**config.mk**
```make
export PLATFORM = sky130hd
export DESIGN_NAME = fixed_alu_seq
export DESIGN_NICKNAME = d
export VERILOG_FILES = /design/src/rtl/fixed_alu_seq.sv
export SDC_FILE = /design/constraint.sdc
export NUM_CORES = 1
export LEC_CHECK = 0
export CAP_MARGIN = 5
export CORE_UTILIZATION = 30
export DETAILED_ROUTE_END_ITERATION = 16
export GPL_ROUTABILITY_DRIVEN = 0
export SLEW_MARGIN = 5
export SYNTH_ARGS = -nofsm -noshare
export SYNTH_HDL_FRONTEND = slang
export SYNTH_SLANG_ARGS = --single-unit
export TNS_END_PERCENT = 100
```
**constraint.sdc**
```tcl
create_clock -name clk -period 8.4 [get_ports clk]
set_clock_uncertainty 0.15 [all_clocks]
set_input_delay 0.84 -clock clk [delete_from_list [all_inputs] [get_ports clk]]
set_output_delay 0.84 -clock clk [all_outputs]
set_load 0.05 [all_outputs]
```
**src/rtl/fixed_alu_seq.sv**
```systemverilog
// fixed_alu_seq: sequential unsigned fixed-point add/sub/mul/mac unit with a start/busy/done handshake.
// Optional build macro FIXED_ALU_SATURATE_EN: on overflow the result saturates instead of wrapping.
module fixed_alu_seq #(
  parameter int INT_W          = 8,
  parameter int FRAC_W         = 8,
  parameter int ACC_CLR_ON_RST = 1,
  localparam int W             = INT_W + FRAC_W
) (
  input  logic         clk,
  input  logic         rst,
  input  logic         start,
  input  logic [1:0]   op,
  input  logic [W-1:0] num1,
  input  logic [W-1:0] num2,
  input  logic         acc_clr,
  output logic         busy,
  output logic         done,
  output logic [W-1:0] result,
  output logic         overflow,
  output logic         precision_lost,
  output logic [W-1:0] acc
);
  localparam int CW = (W > 1) ? $clog2(W) : 1;
  localparam logic [CW-1:0] CNT_LAST = CW'(W - 1);
  localparam logic [2*W-1:0] LOW_MASK = ((2*W)'(1) << FRAC_W) - (2*W)'(1);
  typedef enum logic [1:0] {IDLE, ADDSUB, MUL, FIN} state_t;
  state_t state, state_nx;
  logic [1:0]     op_q;
  logic [W-1:0]   a_q, b_q;
  logic [2*W-1:0] product;
  logic [CW-1:0]  cnt;
  logic [W:0]     addsub, mac_sum;
  logic [W-1:0]   p, fin_val, as_res, fin_res, acc_nx;
  logic           prod_ovf, prec, fin_ovf;
  assign busy = (state != IDLE);
  // State register; reset aborts any operation in flight.
  always_ff @(posedge clk or negedge rst)
    if (!rst) state <= IDLE;
    else state <= state_nx;
  // Next-state: add/sub takes one cycle, mul/mac walks every multiplier bit then finishes.
  always_comb begin
    state_nx = state;
    case (state)
      IDLE:    state_nx = start ? (op[1] ? MUL : ADDSUB) : IDLE;
      ADDSUB:  state_nx = IDLE;
      MUL:     state_nx = (cnt == CNT_LAST) ? FIN : MUL;
      default: state_nx = IDLE;
    endcase
  end
  // Result arithmetic: W+1-bit add/sub, product slicing and the mac sum.
  always_comb begin
    addsub   = op_q[0] ? {1'b0, a_q} - {1'b0, b_q} : {1'b0, a_q} + {1'b0, b_q};
    p        = product[FRAC_W +: W];
    prec     = |(product & LOW_MASK);
    prod_ovf = |(product >> (W + FRAC_W));
    mac_sum  = {1'b0, acc} + {1'b0, p};
    fin_ovf  = prod_ovf | (op_q[0] & mac_sum[W]);
    fin_val  = op_q[0] ? mac_sum[W-1:0] : p;
`ifdef FIXED_ALU_SATURATE_EN
    as_res   = addsub[W] ? (op_q[0] ? '0 : '1) : addsub[W-1:0];
    fin_res  = fin_ovf ? '1 : fin_val;
`else
    as_res   = addsub[W-1:0];
    fin_res  = fin_val;
`endif
    acc_nx   = (state == IDLE && acc_clr) ? '0 :
               (state == FIN && op_q == 2'b11) ? fin_res : acc;
  end
  // Operand capture, shift-add product accumulation and registered result/flags.
  always_ff @(posedge clk or negedge rst)
    if (!rst) begin
      op_q           <= '0;
      a_q            <= '0;
      b_q            <= '0;
      product        <= '0;
      cnt            <= '0;
      result         <= '0;
      overflow       <= 1'b0;
      precision_lost <= 1'b0;
      done           <= 1'b0;
    end else begin
      done <= 1'b0;
      case (state)
        IDLE: if (start) begin
          op_q    <= op;
          a_q     <= num1;
          b_q     <= num2;
          product <= '0;
          cnt     <= '0;
        end
        ADDSUB: begin
          result         <= as_res;
          overflow       <= addsub[W];
          precision_lost <= 1'b0;
          done           <= 1'b1;
        end
        MUL: begin
          if (b_q[cnt]) product <= product + ({{W{1'b0}}, a_q} << cnt);
          cnt <= cnt + CW'(1);
        end
        default: begin
          result         <= fin_res;
          overflow       <= fin_ovf;
          precision_lost <= prec;
          done           <= 1'b1;
        end
      endcase
    end
  generate
    if (ACC_CLR_ON_RST != 0) begin : g_acc_rst
      // Accumulator, cleared by reset.
      always_ff @(posedge clk or negedge rst)
        if (!rst) acc <= '0;
        else acc <= acc_nx;
    end else begin : g_acc_norst
      // Accumulator without reset; its power-up value is left undefined.
      always_ff @(posedge clk)
        acc <= acc_nx;
    end
  endgenerate
endmodule

```
==> out/metrics.cfg <==
[status]
status = complete, no violations

[clock_tree]
cts_repair_resize_count = 0
ctsHtreeMaxLevel = 3
tritoncts_num_sinks = 107
cts_hold_buffers = 0
cts_buffer_depth = 2
clock_tree.root_cell = sky130_fd_sc_hd__clkbuf_16
clk_transition_reported_paths_ns = 0.08
clk_latency_ns = 0.37
cts_setup_buffers = 0
cts_tree = yes
tritoncts_buffers = 9

[floorplanning]
die_area_sq_mm = 0.0294
floorplan.initialDensity_pct = 30.8
horizontal_die_dimension_um = 172
core_area_sq_mm = 0.0280
die_h_um = 172
top_level_ports = 74
fp-row-count = 61

[synthesis]
post_synth_fa_ha_maj_area_fraction_pct = 10.1
post_synth_edffs = 0
number_of_unique_standard_cell_types_used_by_synthesis = 66
synth.area.mux_share_pct = 10.5
dominant_combinational_cell_family_by_area_after_synthesis = compound AO/OA/AOI/OAI gates
synth_seq_cells = 107
synth_nets = 1106
seq_area_frac_synth_pct = 31.0
post_synth_xor_area_fraction_pct = 5.07
area_fraction_in_compound_gates_after_synthesis_pct = 22.6
yosys_warnings = 0
synth_simple_gate_area_share_pct = 16.8
yosys_most_used_dff = sky130_fd_sc_hd__dfrtp_1
asyncSetResetFlopFracSynth_pct = 100
syn_inst = 1000
syn_area_per_cell_sq_um = 8.63
syn-cell-area_sq_mm = 0.00863

[final_layout]
finalNetCount = 1149
diodes = 0
fillerInstances = 2911
mostFrequentLayoutCells = sky130_fd_sc_hd__dfrtp_1 (107), sky130_fd_sc_hd__nor2_1 (86), sky130_fd_sc_hd__nand2_1 (85)
multi_input_area_sq_mm = 0.00561
final_cell_count_no_fill = 1426
mostFrequentLayoutCell = sky130_fd_sc_hd__dfrtp_1
drive_gt1_share_pct = 8.49
sequential_cell_area_sq_mm = 0.00268
area_growth_pct = 15.9

[route]
detailroute.via_count = 7857
postRouteAntennaNets = 0
initialDrtViolationCount = 635
routedWlPerCell_um = 17.8
post_drt_via_cell_ratio = 5.51
remaining_drc_errors = 0
drt_wl_total_mm = 25.4
firstDrtPassIters = 5

[placed_design]
numPortBuffers = 73
place_inst = 1410
dpl.hpwl_mm = 19.7

[timing]
timing.final.hold_violations = 0
max_freq_ghz = 0.209
setup_total_negative_slack_ns = 0
worst_pin_slew_ns = 1.19
post-route-min-period_ns = 4.78
finalSetupViolCount = 0
timing.max_slew.rel_slack_pct = 20.4
final-max-slew-violation-count = 0
grt_setup_unrepaired = no
post-route-period-util_pct = 56.9

[critical_path]
timing.critical_path.required_ns = 8.55
ff2ff_path_depth = 15
cp_max_fo = 31
setup.reg_to_reg.worst_slack_ns = 3.62
cp-end-kind = flop
setup.worst_path.class = reg -> reg
crit-reg2reg-launch = cnt[1]
r2r-end = product[27]
cp.arrival_ns = 4.93
setup.worst_path.start_class = flop

[run]
timing.max_cap.violations = 0

[hold_path]
hold_path.class = in -> async

[grt]
overflow = 0
global_route_wire_length_before_repair_mm = 39.9
globalRouteTotalUtil_pct = 17.6
grt_pass1_vias = 7188
number_of_antenna_violations_at_the_first_check_in_global_routing = 0
grt_max_degree = 70

through the flow:
| stage | hold WS (ns) | utilization (%) | setup WS (ns) | instance area, sq um |
|---|---|---|---|---|
| after global routing | 0.314 | 35.7 | 3.17 | 10000 |
| after global placement | 0.342 | 34.6 | 3.83 | 9690 |
| after detailed placement | 0.349 | 34.6 | 3.68 | 9690 |
| final | 0.286 | 35.7 | 3.62 | 10000 |
| after CTS | 0.299 | 35.7 | 3.67 | 10000 |
| after floorplan | 0.321 | - | 4.45 | 8630 |
per-layer routing:
layer,track usage [%],routed length [um]
met2,26.7,11400
met1,25.4,12000
met5,0,0
met3,2.67,1600
met4,5.32,445
state kept, by name, indices dropped and copies added (netlist names), 2 cells and up:
name / flops
product: 32
acc: 16
op_q: 2
cnt: 4
result: 16
state: 2
b_q: 16
a_q: 16
logic make-up (layout without fill, tap and decap cells):
family / Yosys count / after routing
AND/OR/NAND/NOR: 309 / 309
AO/OA/AOI/OAI: 304 / 304
flip-flops: 107 / 107
buffers and inverters: 85 / 133
multiplexers: 77 / 77
adder cells (fa/ha/maj): 68 / 68
XOR/XNOR: 50 / 50
critical path, cell delays in order, from the launching register on:
cell                        delay [ns]
sky130_fd_sc_hd__dfrtp_1          0.95
sky130_fd_sc_hd__inv_1            0.45
sky130_fd_sc_hd__a211oi_1         0.27
sky130_fd_sc_hd__a21oi_1          0.08
sky130_fd_sc_hd__mux2_2           0.30
sky130_fd_sc_hd__nor2_1           0.09
sky130_fd_sc_hd__a21oi_1          0.06
sky130_fd_sc_hd__ha_1             0.38
sky130_fd_sc_hd__and4_1           0.26
sky130_fd_sc_hd__and2_1           0.16
sky130_fd_sc_hd__a22oi_1          0.19
sky130_fd_sc_hd__nand3_1          0.18
sky130_fd_sc_hd__a41oi_1          0.35
sky130_fd_sc_hd__o21ai_0          0.25
sky130_fd_sc_hd__a2111oi_0        0.46
sky130_fd_sc_hd__a211o_1          0.16
final cells by class:
cell class	instances	area share, %
Clock buffer	9	2.25
Clock inverter	7	0.925
Inverter	36	1.35
Multi-Input combinational cell	808	56.1
Sequential cell	107	26.8
Tap cell	378	4.73
Timing Repair Buffer	81	7.88
cell usage after synthesis, drive strengths merged, types with 23 or more instances:
cell type / count / area share, %
a21oi: 79 / 4.7
clkbuf: 32 / 1.4
dfrtp: 107 / 31
ha: 65 / 9.4
inv: 35 / 1.5
mux2: 48 / 6.3
mux2i: 23 / 2.7
nand2: 86 / 3.7
nand3: 35 / 2.0
nor2: 86 / 3.7
nor3: 26 / 1.5
o21ai: 81 / 4.7
xnor2: 35 / 3.6
worst max path at each step:
stage,start,end,cells after the start
floorplan,cnt[0],product[27],17
global placement,cnt[1],product[28],15
detailed placement,cnt[1],product[27],15
CTS,cnt[1],product[27],15
global route,cnt[0],product[28],15
finish,cnt[1],product[27],15
Power is not shown: default switching activity piles up to over one toggle a cycle in this logic, so the estimate is an artifact.
